File: src/rtl/ysyx_220053_decode_stage.sv
// Decode stage: combinational RISC-V field/immediate decode of the incoming word,
// registered into a two-entry (output + skid) buffer with valid/ready handshakes.
module ysyx_220053_decode_stage #(
    parameter int unsigned XLEN = 64,
    parameter bit          RV64 = 1'b1
) (
    input  logic            clk,
    input  logic            rst_n,
    input  logic            flush,
    input  logic            in_valid,
    output logic            in_ready,
    input  logic [31:0]     in_instr,
    input  logic [XLEN-1:0] in_pc,
    output logic            out_valid,
    input  logic            out_ready,
    output logic [XLEN-1:0] out_pc,
    output logic [6:0]      out_op,
    output logic [4:0]      out_rd,
    output logic [4:0]      out_rs1,
    output logic [4:0]      out_rs2,
    output logic [2:0]      out_func3,
    output logic [6:0]      out_func7,
    output logic [2:0]      out_ext_op,
    output logic [XLEN-1:0] out_imm,
    output logic            out_wen,
    output logic            out_ebreak,
    output logic            out_illegal,
    output logic            trap_done
);

    localparam logic [2:0] ExtI = 3'd0;
    localparam logic [2:0] ExtU = 3'd1;
    localparam logic [2:0] ExtS = 3'd2;
    localparam logic [2:0] ExtB = 3'd3;
    localparam logic [2:0] ExtJ = 3'd4;
    localparam logic [2:0] ExtR = 3'd5;

    typedef struct packed {
        logic [XLEN-1:0] pc;
        logic [31:0]     instr;
        logic [2:0]      ext_op;
        logic [XLEN-1:0] imm;
        logic            wen;
        logic            ebreak;
        logic            illegal;
    } entry_t;

    entry_t dec;
    entry_t out_q, out_d, skid_q, skid_d;
    logic   out_valid_q, out_valid_d, skid_valid_q, skid_valid_d;
    logic   trap_q, trap_d;
    logic   accept, leave;

    logic [6:0]        opcode;
    logic [2:0]        func3;
    logic signed [31:0] imm_s;

    assign opcode = in_instr[6:0];
    assign func3  = in_instr[14:12];

    // Opcode table: select immediate format, rd write enable and legality.
    always_comb begin
        dec.pc      = in_pc;
        dec.instr   = in_instr;
        dec.ext_op  = ExtR;
        dec.wen     = 1'b0;
        dec.ebreak  = 1'b0;
        dec.illegal = 1'b0;
        case (opcode)
            7'b0110111, 7'b0010111: begin dec.ext_op = ExtU; dec.wen = 1'b1; end
            7'b1101111: begin dec.ext_op = ExtJ; dec.wen = 1'b1; end
            7'b1100111: begin
                if (func3 == 3'b000) begin dec.ext_op = ExtI; dec.wen = 1'b1; end
                else dec.illegal = 1'b1;
            end
            7'b1100011: begin
                if (func3 == 3'b010 || func3 == 3'b011) dec.illegal = 1'b1;
                else dec.ext_op = ExtB;
            end
            7'b0000011: begin
                if (func3 == 3'b111) dec.illegal = 1'b1;
                else begin dec.ext_op = ExtI; dec.wen = 1'b1; end
            end
            7'b0100011: begin
                if (func3 > 3'b011) dec.illegal = 1'b1;
                else dec.ext_op = ExtS;
            end
            7'b0010011: begin dec.ext_op = ExtI; dec.wen = 1'b1; end
            7'b0110011: begin dec.ext_op = ExtR; dec.wen = 1'b1; end
            7'b0011011: begin
                if (RV64) begin dec.ext_op = ExtI; dec.wen = 1'b1; end
                else dec.illegal = 1'b1;
            end
            7'b0111011: begin
                if (RV64) begin dec.ext_op = ExtR; dec.wen = 1'b1; end
                else dec.illegal = 1'b1;
            end
            7'b1110011: begin
                // Only ebreak is supported; its I-format immediate field is 1.
                if (in_instr == 32'h0010_0073) begin dec.ext_op = ExtI; dec.ebreak = 1'b1; end
                else dec.illegal = 1'b1;
            end
            default: dec.illegal = 1'b1;
        endcase
    end

    // Immediate assembly per format; illegal entries keep ext_op=R so imm is zero.
    always_comb begin
        imm_s = '0;
        case (dec.ext_op)
            ExtI: imm_s = {{20{in_instr[31]}}, in_instr[31:20]};
            ExtU: imm_s = {in_instr[31:12], 12'b0};
            ExtS: imm_s = {{20{in_instr[31]}}, in_instr[31:25], in_instr[11:7]};
            ExtB: imm_s = {{19{in_instr[31]}}, in_instr[31], in_instr[7], in_instr[30:25],
                           in_instr[11:8], 1'b0};
            ExtJ: imm_s = {{11{in_instr[31]}}, in_instr[31], in_instr[19:12], in_instr[20],
                           in_instr[30:21], 1'b0};
            default: imm_s = '0;
        endcase
        dec.imm = XLEN'(imm_s);
    end

    // in_ready depends only on registered state, never on out_ready.
    assign in_ready = !skid_valid_q;
    assign accept   = in_valid && in_ready;
    assign leave    = out_valid_q && out_ready;

    // Buffer next-state: output register refills from skid first to keep FIFO order.
    always_comb begin
        out_d        = out_q;
        skid_d       = skid_q;
        out_valid_d  = out_valid_q;
        skid_valid_d = skid_valid_q;
        trap_d       = leave && out_q.ebreak && !flush;
        if (flush) begin
            out_valid_d  = 1'b0;
            skid_valid_d = 1'b0;
        end else if (!out_valid_q || leave) begin
            if (skid_valid_q) begin
                out_d        = skid_q;
                out_valid_d  = 1'b1;
                skid_valid_d = 1'b0;
            end else if (accept) begin
                out_d       = dec;
                out_valid_d = 1'b1;
            end else begin
                out_valid_d = 1'b0;
            end
        end else if (accept) begin
            skid_d       = dec;
            skid_valid_d = 1'b1;
        end
    end

    // State registers, cleared asynchronously.
    always_ff @(posedge clk or negedge rst_n) begin
        if (!rst_n) begin
            out_q        <= '0;
            skid_q       <= '0;
            out_valid_q  <= 1'b0;
            skid_valid_q <= 1'b0;
            trap_q       <= 1'b0;
        end else begin
            out_q        <= out_d;
            skid_q       <= skid_d;
            out_valid_q  <= out_valid_d;
            skid_valid_q <= skid_valid_d;
            trap_q       <= trap_d;
        end
    end

    assign out_valid   = out_valid_q;
    assign out_pc      = out_q.pc;
    assign out_op      = out_q.instr[6:0];
    assign out_rd      = out_q.instr[11:7];
    assign out_func3   = out_q.instr[14:12];
    assign out_rs1     = out_q.instr[19:15];
    assign out_rs2     = out_q.instr[24:20];
    assign out_func7   = out_q.instr[31:25];
    assign out_ext_op  = out_q.ext_op;
    assign out_imm     = out_q.imm;
    assign out_wen     = out_q.wen;
    assign out_ebreak  = out_q.ebreak;
    assign out_illegal = out_q.illegal;
    assign trap_done   = trap_q;

endmodule
File: config.mk
export PLATFORM = sky130hd
export DESIGN_NAME = ysyx_220053_decode_stage
export DESIGN_NICKNAME = d
export VERILOG_FILES = /design/src/rtl/ysyx_220053_decode_stage.sv
export SDC_FILE = /design/constraint.sdc
export NUM_CORES = 1
export LEC_CHECK = 0
export CAP_MARGIN = 20
export CORE_UTILIZATION = 30
export CTS_CLUSTER_DIAMETER = 120
export CTS_CLUSTER_SIZE = 10
export DETAILED_ROUTE_END_ITERATION = 7
export GPL_ROUTABILITY_DRIVEN = 1
export PLACE_DENSITY = 0.54
export RECOVER_POWER = 25
export SETUP_SLACK_MARGIN = 0.02
export SYNTH_ARGS = -nofsm -noshare
export SYNTH_HDL_FRONTEND = slang
export SYNTH_SLANG_ARGS = --single-unit
File: constraint.sdc
create_clock -name clk -period 3.25 [get_ports clk]
set_input_delay 0.975 -clock clk [delete_from_list [all_inputs] [get_ports clk]]
set_output_delay 0.975 -clock clk [all_outputs]
set_load 0.02 [all_outputs]
# --- Yosys cells after proc, flatten, opt, wreduce, memory -nomap -nowiden ---
# Index checks and enable logic that the tools add are counted.
totals:
  reg_bits: 303
  mem_bits_rw: 0
  latchBits: 0
  memories: 0
  romBits: 0
  in_bits: 101
classes:
  muxes: 27
  magnitude_cmp: 1
  bitwise_logic: 2
  n_addsub: 0
  div_mod_pow: 0
  shifts: 0
  n_mul: 0
  n_reduce_logical: 19
  n_eq_ne: 20
ops:
  columns: ["op", "n"]
  rows:
  - ["$mux 166", 2]
  - ["$pmux 32 s5", 1]
  - ["$eq 32x21->1 const B", 1]
  - ["$eq 7x6->1 const B", 4]
  - ["$eq 7x7->1 const B", 4]
  - ["$pmux 3 s8", 1]
  - ["$eq 7x5->1 const B", 3]
  - ["$mux 1", 16]
  - ["$mux 3", 5]
  - ["$eq 3x2->1 const B", 4]
  - ["$eq 7x2->1 const B", 1]
  - ["$reduce_or 7->1", 1]
  - ["$eq 3x3->1 const B", 2]
  - ["$logic_not 3->1", 2]
  - ["$pmux 1 s6", 1]
  - ["$reduce_and 3->1", 2]
  - ["$logic_and 1x1->1", 4]
  - ["$reduce_bool 2->1", 2]
  - ["$reduce_or 2->1", 2]
  - ["$eq 3x1->1 const B", 1]
  - ["$gt 3x2->1 const B", 1]
  - ["$logic_not 1->1", 3]
  - ["$pmux 1 s3", 1]
  - ["$reduce_bool 3->1", 1]
  - ["2 further kinds", 4]

# --- Logic depth before layout (Yosys ltp) ---
# Gate-level depths: netlist of run 1.
logic_depth:
  word_depth: 8
  mapped_depth: 9
  mapped_depth_nobuf: 6

# --- Least setup slack after synthesis of run 1 ---
# No wires, ideal clock.
synth_path:
  path_kind: "input-to-reg"
  start: "in in_instr[12]"
  end: "reg skid_q[22] (netlist name)"
  path_slack_ps: 628
  path_buffers: 1
  cell_stages: 6
  arrival_time_ps: 2534
  cell_sequence: "buf_2 or4_1 a31o_2 and4bb_2 o21ai_2 a22oi_1"
synth_via:
  elab_chain_cells: 6
  elab_cells_between_ends: 19
synth_lines:
  columns: ["item", "line", "rtl"]
  rows:
  - ["from (decl)", "12", "input logic [31:0] in_instr,"]
  - ["branches (longest 3 deep; another with $eq 32x21->1)", null, null]
  - ["$pmux 3 s8 (*)", "69", "case (opcode)"]
  - ["$eq 3x3->1, or another cell as far along", "110", "case (dec.ext_op)"]
  - ["$pmux 32 s5 (*)", "110", null]
  - ["to (signal assigned)", "165", "skid_q <= skid_d;"]
  - ["to (decl)", "49", "entry_t out_q, out_d, skid_q, skid_d;"]
# Every way passes the cells marked *.
# A chain may end at the register's enable or synchronous reset.

# --- Final worst setup path of run 1 ---
layout_path:
  start: "in in_instr[6]"
  end: "reg skid_q[15] (netlist name)"
layout_via:
  elab_chain_cells: 5
  elab_cells_between_ends: 21
layout_lines:
  columns: ["item", "line", "rtl"]
  rows:
  - ["$eq 32x21->1, or another cell as far along", "100", "if (in_instr == 32'h0010_0073) begin dec.ext_op = ExtI; dec.ebreak = 1'b1; end"]
  - ["$mux 3 or $reduce_or 2->1 (tied branches)", null, null]
  - ["$pmux 3 s8 (*)", "69", null]
  - ["$eq 3x3->1, or another cell as far along", "110", null]
  - ["$pmux 32 s5 (*)", "110", null]
# Mark *: on every way between the ends. The rest lies on a longest branch, timed or not.

==> results of run 1 <==
==> worst max path at each step <==
stage,start,slack [ps],endpoint
2_1_floorplan,in_instr[12],630,skid_q[22]
3_3_place_gp,in_instr[24],-230,skid_q[17]
6_report,in_instr[6],360,skid_q[15]
5_1_grt,rst_n,130,out_rd[3]
4_1_cts,out_imm[62],320,out_imm[46]
3_5_place_dp,in_instr[24],-230,skid_q[22]
==> per-layer routing <==
layer,vias to the layer above,share of wire (%),global-route usage (%)
met5,-,0.030,0
met4,2,1.7,4.11
met3,43,6.7,4.41
met2,271,47,28.4
met1,4875,45,23.7
li1,4909,-,-
==> worst max-delay path: stages <==
cell	delay [ps]
clkdlybuf4s50_1	460
buf_4	170
buf_4	150
or2_2	100
a21oi_1	50
o311ai_1	350
buf_4	200
and4bb_2	290
o21ai_2	420
a22oi_1	130
==> state kept, by name, indices dropped and copies added (netlist names) <==
name          flops
out_rs2           5
out_illegal       1
out_ebreak        1
out_wen           1
out_func7         7
out_rs1           5
out_ext_op        3
skid_valid_q      1
out_valid         1
out_rd            5
trap_done         1
skid_q          134
out_op            7
out_pc           64
out_func3         3
out_imm          32
==> per-stage QoR <==
step / util [%] / setup slack [ps] / cell area (µm²)
2_1_floorplan: - / 628 / 12200
3_3_place_gp: 39.7 / -234 / 15800
3_5_place_dp: 39.7 / -229 / 15800
4_1_cts: 41.7 / 325 / 16600
5_1_grt: 41.6 / 131 / 16600
6_report: 41.6 / 361 / 16600
==> report_power, final <==
group	leakage, nW	internal, mW	switching (mW)
clock	0.399	1.69	1.36
sequential	3.41	3.99	0.337
combinational	3.52	1.02	1.16
==> cells by family after synthesis <==
kind of cell | after synthesis
flops | 271
compound gates | 251
mux | 97
fa+ha+maj | 1
simple gates | 558
buf+inv | 135
==> cell type report <==
cell class / instances / area share [%]
clock buffer: 33 / 4.71
clock inverter: 2 / 0.173
inverter: 13 / 0.294
multi-input combinational: 907 / 28.8
sequential: 271 / 40.8
tap: 525 / 3.95
timing repair buffer: 365 / 21.3
==> layout by cell type (no fill, tap or decap), types with 2 or more instances in the layout <==
cell / instances
nor3_1: 6
a211oi_1: 12
o21ai_0: 132
mux2i_1: 97
o211ai_1: 2
clkbuf_1: 3
nand2b_1: 3
nor4b_1: 2
dfrtp_1: 270
nand3b_1: 3
nor4_2: 2
buf_4: 84
nor2_1: 42
nor4_1: 5
a31oi_1: 18
nand3_1: 10
or3_1: 5
clkbuf_16: 31
and3_1: 11
a21oi_1: 44
or4_1: 2
buf_12: 10
a221oi_1: 8
and2_1: 13
or2_2: 2
inv_1: 13
o22ai_1: 11
nand2_1: 435
clkdlybuf4s50_1: 268
a22oi_1: 8
o21ai_1: 2
nor2b_1: 6
==> metrics.csv, run 1 <==
metric;value;unit
outcome;finished with violations;
failing checks;max-capacitance violations, max-slew violations;
share of the synthesized area in the top cell type;55.7;%
LEAKAGE;7.33;nW
most frequent cell after synthesis;nand2_1;
Max Cap Violations;1;
DR WL/cell;17.3;µm
core area;39900;µm²
cell taking the most area after synthesis;dfrtp_1;
Detailed Place HPWL;25100;µm
Worst Path Required;3670;ps
CTS tree;built;
Post-CTS Resized;0;
async set-reset flop share out of synthesis;100;%
synth warn;0;
Hold WC Path Type;reg -> reg;
final period utilization;88.9;%
GPL Wtd Cong;0.848;
Sink Count;271;
Hold Crit Depth;2;
CTS Buf Count;31;
Slew Viols, Final;35;
FF+latch count, synth;271;
via/cell ratio;4.77;
Worst Tran Pin Value;2230;ps
Area Growth Syn to Fin;36.4;%
DRC Markers;0;
FF-to-FF setup slack;940;ps
I/O pin count;270;
RSZ-0062 raised after global routing;no;
Hold EP;skid_q[153];
share of layout cells above drive strength 1;9.11;%
FF-to-FF Start;skid_valid_q;
number of synthesized flops with an enable pin;0;
Data arrival, critical path;3310;ps
DR iter-0 viols;666;
pin count of the biggest net entering global routing;106;
port buffer count;269;
non-filler cells in the finished layout;2116;
startpoint types;primary input;
Die X;204;µm
Power Density;575;nW/µm²
Worst-path clk slew;60;ps
Routed Antenna Nets;0;
Post-synth top flop;dfrtp_1;
net count after synthesis;1414;
Initial Utilization;30.5;%
final clock skew;18.8;ps
Setup violations, final;0;
ant diodes;0;
top post-synthesis cells by count;nand2_1, dfrtp_1, o21ai_0;
cts hold-fix bufs;0;
Worst setup EP type;flop;
post-synthesis cell count;1313;
critical path type;in -> reg;
die area;41400;µm²
worst hold slack;471;ps
area occupied by multi-input gates;4780;µm²
H-tree levels;1;
adder-cell area share of the yosys netlist;0.0822;%
placed insts;2081;
Final Hold Fails;0;
Max Fclk;0.346;GHz
grt total ovfl;0;
Syn Area/Cell;9.28;µm²
register area;6790;µm²
multiplexer share of the synthesized area;7.97;%
global-route usage over all layers;17.6;%
Max rail drop VDD;413;µV
Synth Area in XOR/XNOR;0;%
hold_sp;skid_q[153];
Via Count;10100;
largest family of logic cells by synthesized area;simple AND/OR/NAND/NOR gates;
Worst R2R End;out_imm[7];
Layout Nets;1690;
relative slew slack;-48.8;%
Yosys cell types;53;
vias in the first global route;10021;
min cycle time layout;2890;ps
Setup Fix Bufs, Post-CTS;0;
Post-Synth Simple-Gate Area;19.1;%
Clock Tree Root;clkbuf_16;
Placement Rows;73;
R2R cell count;4;
Synth Area in Compound Gates;11.9;%
synthesized area;12200;µm²
fill count;3934;
Max clock buf depth;3;
final setup TNS;0;ps
Initial DRT Pass Iterations;5;
Worst Path Max Fanout;10;
first-pass GRT wire length;57700;µm
Die Y;204;µm
post-synthesis sequential area ratio;55.7;%
Overall Power;9.56;mW
initial antenna violation count;2;
worst-skew pair later-pin latency;590;ps
Total Wirelength;36500;µm
most area-consuming cells after synthesis;dfrtp_1, nand2_1, mux2i_1;
No activity file was read; power rests on OpenSTA's default activity.
==> run 2: changes to the inputs <==
CORE_MARGIN = 3   (was not set)
==> metrics.csv, run 2 (synthesized netlist as in run 1, its figures left out) <==
metric;value;unit
startpoint types;primary input;
Max Cap Violations;1;
Worst Path Max Fanout;10;
critical path type;in -> reg;
min cycle time layout;2950;ps
Data arrival, critical path;3370;ps
Routed Antenna Nets;0;
first-pass GRT wire length;59800;µm
relative slew slack;-15.8;%
FF-to-FF setup slack;530;ps
worst-skew pair later-pin latency;580;ps
crit-path most repeated cell;a31oi_1;
die area;43100;µm²
Final Hold Fails;0;
GPL Wtd Cong;0.839;
CTS tree;built;
Worst Path Required;3670;ps
final period utilization;90.7;%
Worst R2R End;out_imm[6];
Slew Viols, Final;67;
post-placement cell area;15700;µm²
Worst setup EP type;flop;
Initial Utilization;30.5;%
Placement Rows;73;
register area;6790;µm²
port buffer count;269;
RSZ-0062 raised after global routing;no;
area occupied by multi-input gates;4790;µm²
fill count;3914;
slowest stage cell, crit path;clkdlybuf4s50_1;
DRC Markers;0;
Clock Tree Root;clkbuf_16;
grt total ovfl;0;
hold_sp;skid_q[106];
Die X;208;µm
design area;16500;µm²
Via Count;10057;
vias in the first global route;10241;
core area;39900;µm²
Layout Nets;1675;
Max Fclk;0.339;GHz
Hold WC Path Type;reg -> reg;
initial antenna violation count;1;
DR WL/cell;17.8;µm
Detailed Place HPWL;25200;µm
Setup violations, final;0;
max FFs per register;134;
final clock skew;17.4;ps
R2R cell count;6;
Area Growth Syn to Fin;35.0;%
Total Wirelength;37300;µm
Sink Count;271;
pin count of the biggest net entering global routing;129;
Max clock buf depth;3;
Initial DRT Pass Iterations;8;
FF-to-FF Start;skid_valid_q;
via/cell ratio;4.78;
Power Density;578;nW/µm²
critical path, cell by cell;clkdlybuf4s50_1 > nor4_1 > a31oi_1 > o311ai_1 > and4bb_2 > nor3_4 > a31oi_1;
failing checks;max-capacitance violations, max-slew violations;
Setup WS post-layout;302;ps
global-route usage over all layers;17.1;%
share of layout cells above drive strength 1;8.19;%
cts hold-fix bufs;0;
crit-path max cell delay;630;ps
outcome;finished with violations;
most frequent cells in the layout;nand2_1, dfrtp_1, clkdlybuf4s50_1;
Max rail drop VDD;393;µV
I/O pin count;270;
largest register by flop count;skid_q;
Die Y;208;µm
Hold Crit Depth;2;
Worst Tran Pin Value;1740;ps
Hold EP;skid_q[106];
most common cell after layout, fill and taps aside;nand2_1;
CTS Buf Count;31;
Worst-path clk slew;60;ps
LEAKAGE;7.23;nW
Setup Fix Bufs, Post-CTS;0;
H-tree levels;1;
post-place setup slack;-315;ps
DR iter-0 viols;564;
Overall Power;9.50;mW
-- run 2: what timing repair did --
| action | CTS | global route |
|---|---|---|
| hold endpoints to repair | 0 | 0 |
| setup endpoints to repair | 0 | 1 |
| resized for setup | 0 | 1 |
-- run 2: worst max-delay path by stage --
| stage | cells after the start | end | slack (ps) | from |
|---|---|---|---|---|
| after floorplan | 6 | skid_q[22] | 630 | in_instr[12] |
| after global placement | 9 | skid_q[28] | -290 | in_instr[24] |
| after detailed placement | 9 | out_imm[5] | -320 | in_instr[24] |
| after CTS | 2 | out_imm[61] | 280 | out_imm[62] |
| after global routing | 2 | out_func3[0] | 120 | rst_n |
| final | 7 | out_imm[18] | 300 | in_instr[3] |
-- run 2: final cells by class --
type                    count  share of cell area (%)
clock inverters             2                   0.106
inverters                  13                   0.297
clock buffers              33                    4.76
flip-flops and latches    271                    41.2
well taps                 525                    3.99
diodes                      1                  0.0152
multi-input cells         907                    29.1
repair buffers            350                    20.5
-- run 2: per-stage QoR --
step / util [%] / hold slack, ps / std cells / TNS, ps
2_1_floorplan: - / 442 / 1313 / 0
3_3_place_gp: 39.3 / 456 / 2066 / -16550
3_5_place_dp: 39.3 / 462 / 2066 / -15760
4_1_cts: 41.4 / 337 / 2101 / 0
5_1_grt: 41.2 / 494 / 2102 / 0
6_report: 41.2 / 471 / 2102 / 0
-- run 2: report_power, final --
| group | internal (mW) | leakage [nW] | switching, mW |
|---|---|---|---|
| clock network | 1.68 | 0.393 | 1.33 |
| logic | 1.00 | 3.42 | 1.16 |
| registers | 3.99 | 3.41 | 0.337 |
| total | 6.67 | 7.23 | 2.83 |
-- run 2: critical path: cells and delay by family --
family	cells	cell delay, ps
buffers and inverters	1	630
AND/OR/NAND/NOR	3	1240
AO/OA/AOI/OAI	3	500
-- run 2: per-layer routing --
layer | track usage, % | share of wire, %
met4 | 2.90 | 1.5
met1 | 23.0 | 45
met5 | 0 | 0
met3 | 4.14 | 6.0
met2 | 28.5 | 48
